<file path="config.mk">
export PLATFORM = sky130hd
export DESIGN_NAME = next_pc_unit
export DESIGN_NICKNAME = d
export VERILOG_FILES = /design/src/rtl/next_pc_pkg.sv /design/src/rtl/jump_target_calc.sv /design/src/rtl/next_pc_unit.sv
export SDC_FILE = /design/constraint.sdc
export NUM_CORES = 1
export LEC_CHECK = 0
export BUFFER_PORTS_ARGS = -buffer_cell sky130_fd_sc_hd__clkbuf_2
export CORE_MARGIN = 3
export CORE_UTILIZATION = 50
export CTS_BUF_LIST = sky130_fd_sc_hd__clkbuf_8
export DETAILED_ROUTE_END_ITERATION = 10
export GPL_ROUTABILITY_DRIVEN = 0
export HOLD_SLACK_MARGIN = 0.03
export PLACE_DENSITY = 0.89
export SLEW_MARGIN = 20
export SYNTH_ARGS = -nofsm -noshare
export SYNTH_HDL_FRONTEND = slang
export SYNTH_SLANG_ARGS = --single-unit
</file>
<file path="constraint.sdc">
create_clock -name clk -period 3.1 [get_ports clk]
set_input_delay 0.31 -clock clk [delete_from_list [all_inputs] [get_ports clk]]
set_output_delay 0.31 -clock clk [all_outputs]
set_load 0.05 [all_outputs]
</file>
<file path="src/rtl/next_pc_pkg.sv">
// Shared types for the next-PC unit: FSM states and next-PC source select.
package next_pc_pkg;

  typedef enum logic [1:0] {
    BOOT,
    RUN,
    HOLD
  } state_t;

  typedef enum logic [1:0] {
    SEL_PLUS,
    SEL_BRANCH,
    SEL_JUMP,
    SEL_JR
  } sel_t;

  // jr beats jump beats branch; otherwise fall through to pc_plus
  function automatic sel_t pick_sel(
    input logic jr,
    input logic jump,
    input logic branch
  );
    sel_t s;
    s = SEL_PLUS;
    if (branch) s = SEL_BRANCH;
    if (jump)   s = SEL_JUMP;
    if (jr)     s = SEL_JR;
    return s;
  endfunction

endpackage

</file>
<file path="src/rtl/jump_target_calc.sv">
// Absolute jump target: upper pc_plus bits, jump field, word-aligned low zeros.
module jump_target_calc #(
  parameter int ADDR_W  = 32,
  parameter int JADDR_W = 26,
  parameter int SHIFT   = 2
) (
  input  logic [ADDR_W-1:0]  pc_plus,
  input  logic [JADDR_W-1:0] jump_addr,
  output logic [ADDR_W-1:0]  target
);

  localparam int LOW = JADDR_W + SHIFT;

  logic [ADDR_W-1:0] low_part;
  logic              unused_low;

  assign low_part   = ADDR_W'(jump_addr) << SHIFT;
  assign unused_low = ^pc_plus[LOW-1:0];

  if (ADDR_W < LOW) begin : g_bad
    $error("jump_target_calc: ADDR_W must be >= JADDR_W + SHIFT");
  end else if (ADDR_W == LOW) begin : g_exact
    assign target = low_part;
  end else begin : g_upper
    assign target = {pc_plus[ADDR_W-1:LOW], low_part[LOW-1:0]};
  end

endmodule

</file>
<file path="src/rtl/next_pc_unit.sv">
// Next-PC selection and PC register with fetch back-pressure.
// Define NEXT_PC_JR_EN to enable the jump-register path.
module next_pc_unit
  import next_pc_pkg::*;
#(
  parameter int ADDR_W  = 32,
  parameter int JADDR_W = 26,
  parameter int IMM_W   = 16,
  parameter int SHIFT   = 2,
  parameter logic [ADDR_W-1:0] RESET_PC = '0
) (
  input  logic               clk,
  input  logic               reset,
  input  logic               fetch_ready,
  input  logic               branch_taken,
  input  logic [IMM_W-1:0]   branch_imm,
  input  logic               jump,
  input  logic [JADDR_W-1:0] jump_addr,
  input  logic               jr,
  input  logic [ADDR_W-1:0]  jr_target,
  output logic [ADDR_W-1:0]  pc,
  output logic               pc_valid,
  output logic [ADDR_W-1:0]  jump_target,
  output logic               redirect_pending
);

  localparam logic [ADDR_W-1:0] STEP = ADDR_W'(1) << SHIFT;

  state_t            state;
  sel_t              sel;
  logic [ADDR_W-1:0] pc_plus;
  logic [ADDR_W-1:0] branch_target;
  logic [ADDR_W-1:0] jr_path;
  logic [ADDR_W-1:0] next_pc;
  logic [ADDR_W-1:0] pending;
  logic              jr_act;
  logic              redirect;

`ifdef NEXT_PC_JR_EN
  assign jr_act  = jr;
  assign jr_path = jr_target;
`else
  logic unused_jr;
  assign jr_act    = 1'b0;
  assign jr_path   = '0;
  assign unused_jr = ^{jr, jr_target};
`endif

  assign pc_plus       = pc + STEP;
  assign branch_target = pc_plus
                       + (ADDR_W'($signed(branch_imm)) << SHIFT);

  jump_target_calc #(
    .ADDR_W  (ADDR_W),
    .JADDR_W (JADDR_W),
    .SHIFT   (SHIFT)
  ) u_jump_target (
    .pc_plus   (pc_plus),
    .jump_addr (jump_addr),
    .target    (jump_target)
  );

  assign redirect = jr_act | jump | branch_taken;
  assign sel      = pick_sel(jr_act, jump, branch_taken);

  always_comb begin
    next_pc = pc_plus;
    unique case (sel)
      SEL_JR:     next_pc = jr_path;
      SEL_JUMP:   next_pc = jump_target;
      SEL_BRANCH: next_pc = branch_target;
      default:    next_pc = pc_plus;
    endcase
  end

  // A redirect seen while fetch stalls is parked in pending; newest wins
  always_ff @(posedge clk or posedge reset) begin
    if (reset) begin
      state            <= BOOT;
      pc               <= RESET_PC;
      pc_valid         <= 1'b0;
      redirect_pending <= 1'b0;
      pending          <= '0;
    end else begin
      unique case (state)
        BOOT: begin
          pc_valid <= 1'b1;
          state    <= RUN;
        end
        RUN: begin
          if (fetch_ready) begin
            pc <= next_pc;
          end else if (redirect) begin
            pending          <= next_pc;
            redirect_pending <= 1'b1;
            state            <= HOLD;
          end
        end
        HOLD: begin
          if (fetch_ready) begin
            pc               <= redirect ? next_pc : pending;
            pending          <= '0;
            redirect_pending <= 1'b0;
            state            <= RUN;
          end else if (redirect) begin
            pending <= next_pc;
          end
        end
        default: state <= BOOT;
      endcase
    end
  end

endmodule

</file>
==> results of run 1 <==
## worst min-delay path by stage
stage / to / slack [ps] / cells after the start
final: pending[5]$_DFFE_PP0P_ / 80 / 2
after global routing: pending[5]$_DFFE_PP0P_ / 130 / 2
after CTS: pc[23]$_DFFE_PP0P_ / 80 / 2
after detailed placement: pending[5]$_DFFE_PP0P_ / 460 / 2
after global placement: pending[5]$_DFFE_PP0P_ / 440 / 2
after floorplan: pending[16]$_DFFE_PP0P_ / 440 / 2
## routing by layer
layer / global-route usage (%) / vias to the layer above / routed length, um
li1: - / 3084 / -
met1: 38.9 / 3491 / 8720
met2: 56.4 / 703 / 12300
met3: 7.54 / 251 / 2910
met4: 18.9 / 0 / 2420
met5: 0 / - / 0
## sequential cells by signal (all words and copies together) (netlist names)
signal and flops:
state 2, pc_valid 1, redirect_pending 1, pending 32, pc 32
## what timing repair did
action | in CTS | in global routing
setup endpoints to repair | 37 | 45
pin swaps | 61 | 83
resized for setup | 103 | 112
setup buffers | 30 | 24
## cell families (layout without fill, tap and decap cells)
| kind of cell | Yosys count | count (layout) | synth area share (%) |
|---|---|---|---|
| xor gates and xnor gates | 45 | 45 | 6.86 |
| other | 1 | 2 | 0.0653 |
| and+or+nand+nor | 275 | 275 | 22.6 |
| AOI/OAI and AO/OA | 225 | 225 | 25.0 |
| buffers and inverters | 70 | 323 | 6.41 |
| muxes | 7 | 7 | 1.22 |
| adders and majority gates | 37 | 37 | 8.19 |
| DFF | 68 | 68 | 29.6 |
## final cells by class
type                            instances  area, um2
Inverter                               13       48.8
Fill cell                             589       2080
Multi-Input combinational cell        591       4800
Tap cell                              140        175
Sequential cell                        68       1720
Clock inverter                          5       52.6
Clock buffer                           11        151
Timing Repair Buffer                  294       2000
## cells in the mapped netlist, types with 3 or more instances
| cell | n | area share [%] |
|---|---|---|
| a211oi_1 | 4 | 0.52 |
| a21o_1 | 13 | 1.7 |
| a21oi_1 | 65 | 5.7 |
| a22o_1 | 15 | 2.3 |
| a22oi_1 | 3 | 0.39 |
| a31oi_1 | 14 | 1.5 |
| a32o_1 | 3 | 0.52 |
| and2_1 | 6 | 0.65 |
| and3_1 | 16 | 1.7 |
| and4_1 | 3 | 0.46 |
| buf_4 | 28 | 3.7 |
| clkbuf_1 | 27 | 1.8 |
| dfrtp_1 | 68 | 30 |
| ha_1 | 36 | 7.8 |
| inv_1 | 12 | 0.78 |
| mux2i_1 | 7 | 1.2 |
| nand2_1 | 108 | 7.1 |
| nand2b_1 | 10 | 1.1 |
| nand3_1 | 24 | 2.1 |
| nand3b_1 | 3 | 0.39 |
| nand4_1 | 7 | 0.76 |
| nor2_1 | 61 | 4.0 |
| nor2b_1 | 9 | 0.98 |
| nor3_1 | 14 | 1.2 |
| o2111ai_1 | 4 | 0.61 |
| o211ai_1 | 10 | 1.3 |
| o21a_1 | 10 | 1.3 |
| o21ai_0 | 52 | 4.5 |
| o21bai_1 | 5 | 0.65 |
| o22ai_1 | 3 | 0.33 |
| o31ai_1 | 5 | 0.65 |
| or3_1 | 5 | 0.54 |
| xnor2_1 | 28 | 4.3 |
| xor2_1 | 17 | 2.6 |
## stage by stage
stage / hold slack, ps / area (um2) / TNS [ps] / total power [W]
floorplan: 442 / 5920 / -2570 / 0.00525
global placement: 445 / 7330 / -4360 / 0.00723
detailed placement: 460 / 7330 / -7270 / 0.00742
CTS: 79.8 / 8170 / -3630 / 0.00885
global route: 132 / 8950 / -21680 / 0.0110
finish: 82.5 / 8950 / -16270 / 0.0107
## power by group through the flow
stage	clock [W]	sequential [W]	combinational, W
6_report	0.000780	0.00166	0.00823
5_1_grt	0.000803	0.00168	0.00853
4_1_cts	0.000762	0.00160	0.00649
3_5_place_dp	0	0.00160	0.00582
3_3_place_gp	0	0.00157	0.00566
2_1_floorplan	0	0.00228	0.00297
==> run metrics, run 1 <==
min-delay worst type input port to async pin; Cell Rows 38; n_diodes 0; skew final around 22 ps; total core area 11000 um2; kind of critical path register to register; most frequent cells in the layout 168 x buf_4, 110 x clkbuf_2, 96 x nand2_1, 53 x dfrtp_1, 50 x nor2_1; crit end category register; TritonCTS clock tree yes; Max-slew headroom 46.1%; Total Wirelength 26400 um; critical path's slowest cell xnor2_2; WP buf/inv 2; CP startpoint kind register; Final Util approximately four fifths; max frequency 260 MHz; Top Ports 146; R2R setup slack -740 ps; Seq/Total Area, Yosys between 20 and 30%; full die area 12800 um2; final worst path period share 124%; starting density of the core 52.1%; Final Net Count 1094; Worst-path clk slew 90 ps; FF+latch count, synth 68; outcome finished, violations left; critical path depth 17; failing checks negative setup slack; initial antenna violation count 0; critical path required time 3410 ps; pin count of the biggest net entering global routing 39; Unique masters post-synth 61; Slew @ Worst Pin 809 ps; cells on worst reg2reg path 17; Syn-to-layout area delta 55.9%; pins over their slew limit 0; clk sink count 68; RR Startpoint pc[7]$_DFFE_PP0P_; Worst Path Arrival a little over 4000 ps; total track usage 33.3%; Critical path destination pc[22]$_DFFE_PP0P_; worst-skew pair later-pin latency between 300 and 400 ps; max cap viols 0; TritonCTS Buffers 9; clk buf depth 2; first-pass GRT wire length 34300 um; # port buffers 110; RSZ-0062 raised after global routing yes; Switching Fraction 51.3%; most used cell, CP buf_4; Post-synth EDFFs 0; Die Wd 113 um; combinational power share about 77%; final hold vios 0; Die Height 113 um; DRC 0; Post-Syn Instances between 700 and 800; switching pwr 0.00548 W; Via density 6.71; PD cells approximately 1200 nW/um2; wire per inst 23.5 um; non-filler cells, final 1122; pre-CTS setup slack -442 ps; Max VDD drop 0.000955 V; CP max stage delay around 440 ps; reg-to-reg endpoint pc[22]$_DFFE_PP0P_; mapped cell area about 5700 um2; internal power 0.00519 W; number of detailed-route iterations in the first pass 7; yosys warns 0; vias in the first global route about 7000; Hold Buf Count CTS 0; final setup vio count 40; Primary FF master, synth dfrtp_1; start point of the critical path pc[7]$_DFFE_PP0P_; worst setup margin -744 ps; delay-heaviest family, CP compound AO/OA/AOI/OAI gates; layout cell share with drive strength beyond 1 49.8%; Max H-tree Level 3; DP Wirelength 14200 um; Vias 7529; Avg Cell Area, Syn 7.89 um2; Post-synth ARST share 100%; fin crit period 3840 ps; Inst Count DP 1056; antenna-violating nets left 0; gr ovfl total 0; crit-path max FO 4; sequential share of power roughly 16%; root buf cell clkbuf_8; 1st-iter DRT viols ~1400; Lkg Pwr 4.18 nW; Clk pwr share under 10%; Critical Path, Cell by Cell and4_1, buf_4, buf_4, nand2_4, nor2_2, nand2_1, xnor2_2, ha_4, nand4_1, nor3_2, a21oi_1, a21boi_4, a21oi_2, o21ai_2, a31oi_4, o311ai_1, o21a_1; commonest non-fill, non-tap cell in the layout buf_4
Power figures use the tool's default switching activity.
==> inputs of run 2 (changes only) <==
PLACE_DENSITY = 0.79   (was 0.89)
==> run metrics, run 2 (synthesized netlist as in run 1, its figures left out) <==
final hold vios 0; fin crit period 3540 ps; clk sink count a little under 70; biggest regs pc x32, pending x32, state x2; number of detailed-route iterations in the first pass 7; Lkg Pwr 4.03 nW; critical path's slowest cell or3_4; DRC 0; clk buf depth 2; DP Wirelength 14500 um; critical path required time 3340 ps; wire per inst 20.8 um; reg-to-reg endpoint pc[22]$_DFFE_PP0P_; layout cell share with drive strength beyond 1 47.3%; commonest non-fill, non-tap cell in the layout buf_4; Slew @ Worst Pin 854 ps; Critical Path, Cell by Cell and4_1, nand3b_1, buf_6, nor2_4, xor2_2, buf_4, ha_4, nand2_1, nor3_2, a21oi_2, a21boi_4, a21oi_2, or3_4, a31oi_4, o311ai_2, o21a_1; Worst-path clk slew 70 ps; final setup vio count 31; outcome finished, violations left; most frequent cells in the layout 143 x buf_4, 110 x clkbuf_2, 96 x nand2_1, 53 x dfrtp_1, 52 x nor2_1; TritonCTS clock tree yes; initial antenna violation count 0; Total Wirelength 22800 um; starting density of the core 52.1%; Final Net Count between 1000 and 1500; Via density 6.30; PD cells between 1000 and 1500 nW/um2; cells on worst reg2reg path 16; 1st-iter DRT viols 692; Vias between 6000 and 7000; Max VDD drop 0.000919 V; R2R setup slack -440 ps; hold_ws 186 ps; RR Startpoint pc[7]$_DFFE_PP0P_; Cell Rows 38; Max H-tree Level 3; CP startpoint kind register; root buf cell clkbuf_8; total track usage 31.4%; Final Util 78.5%; worst setup margin -445 ps; CP max stage delay 400 ps; Hold Buf Count CTS 0; total core area 11000 um2; non-filler cells, final roughly 1100; failing checks negative setup slack; gr ovfl total 0; skew final 13.9 ps; Syn-to-layout area delta 50.9%; # fillers between 700 and 800; Inst Count DP approximately 1000; Worst Path Arrival around 3800 ps; antenna-violating nets left 0; Cell Area, Placed a little over 7000 um2; crit-path max FO 4; RSZ-0062 raised after global routing yes; TritonCTS Buffers 9; full die area 12800 um2; n_diodes 0; pins over their slew limit 0; min-delay worst type input port to async pin; first-pass GRT wire length 32500 um; Die Wd 113 um; delay-heaviest family, CP simple AND/OR/NAND/NOR gates; # port buffers 110; kind of critical path register to register; max frequency 282 MHz; most used cell, CP a21oi_2; Top Ports 146; Final Cell Area 8660 um2; worst-skew pair later-pin latency between 300 and 400 ps; crit end category register; WP buf/inv 2; max cap viols 0; Die Height 113 um; pin count of the biggest net entering global routing 69; Max-slew headroom about 43%; vias in the first global route ~6600; final worst path period share 114%
-- run 2: worst max-delay path by stage --
stage                                    endpoint  cells past startpoint  slack (ps)               from
after detailed placement       pc[22]$_DFFE_PP0P_                     15        -550  pc[3]$_DFFE_PP0P_
final                          pc[22]$_DFFE_PP0P_                     16        -440  pc[7]$_DFFE_PP0P_
after global placement         pc[22]$_DFFE_PP0P_                     15        -400  pc[3]$_DFFE_PP0P_
after floorplan           pending[31]$_DFFE_PP0P_                     14        -320  pc[2]$_DFFE_PP0P_
after global routing      pending[28]$_DFFE_PP0P_                     15        -600  pc[7]$_DFFE_PP0P_
after CTS                 pending[31]$_DFFE_PP0P_                     16        -340  pc[3]$_DFFE_PP0P_
-- run 2: per-stage QoR --
step                      power, W  setup TNS (ps)  worst slack [ps]
after floorplan            0.00525           -2570              -317
after global placement     0.00716           -5980              -395
after detailed placement   0.00737           -9690              -553
after CTS                  0.00900           -5270              -339
after global routing        0.0106          -14430              -597
final                       0.0102           -9320              -445
-- run 2: layer usage --
metal  vias up  routed length [um]  share of wire (%)  global-route usage (%)
met2       470               11400                 50                    53.3
met1      3265                8150                 36                    37.9
met3       126                1810                8.0                    5.13
li1       3035                   -                  -                       -
met5         -                   0                  0                       0
met4         0                1410                6.2                    17.3
-- run 2: worst min-delay path: cells and delay by family --
family / cells / cell delay, ps
buf+inv: 3 / 760
-- run 2: repair_timing --
| action | in CTS | in global routing |
|---|---|---|
| buffers inserted | 10 | 21 |
| setup endpoints to repair | 33 | 43 |
| gates resized for setup | 84 | 98 |
| pin swaps | 46 | 73 |
-- run 2: layout make-up --
cell class                      count  area [um2]  area share [%]
Clock inverter                      6         159            1.83
Timing Repair Buffer              266        1780            20.5
Inverter                           13        48.8           0.563
Clock buffer                       10         138            1.59
Tap cell                          140         175            2.02
Sequential cell                    68        1720            19.9
Multi-Input combinational cell    591        4640            53.6
-- run 2: report_power, final --
group	internal (W)	total, W	switching (W)
clock network	0.000721	0.00109	0.000368
logic	0.00319	0.00745	0.00426
registers	0.00128	0.00162	0.000334
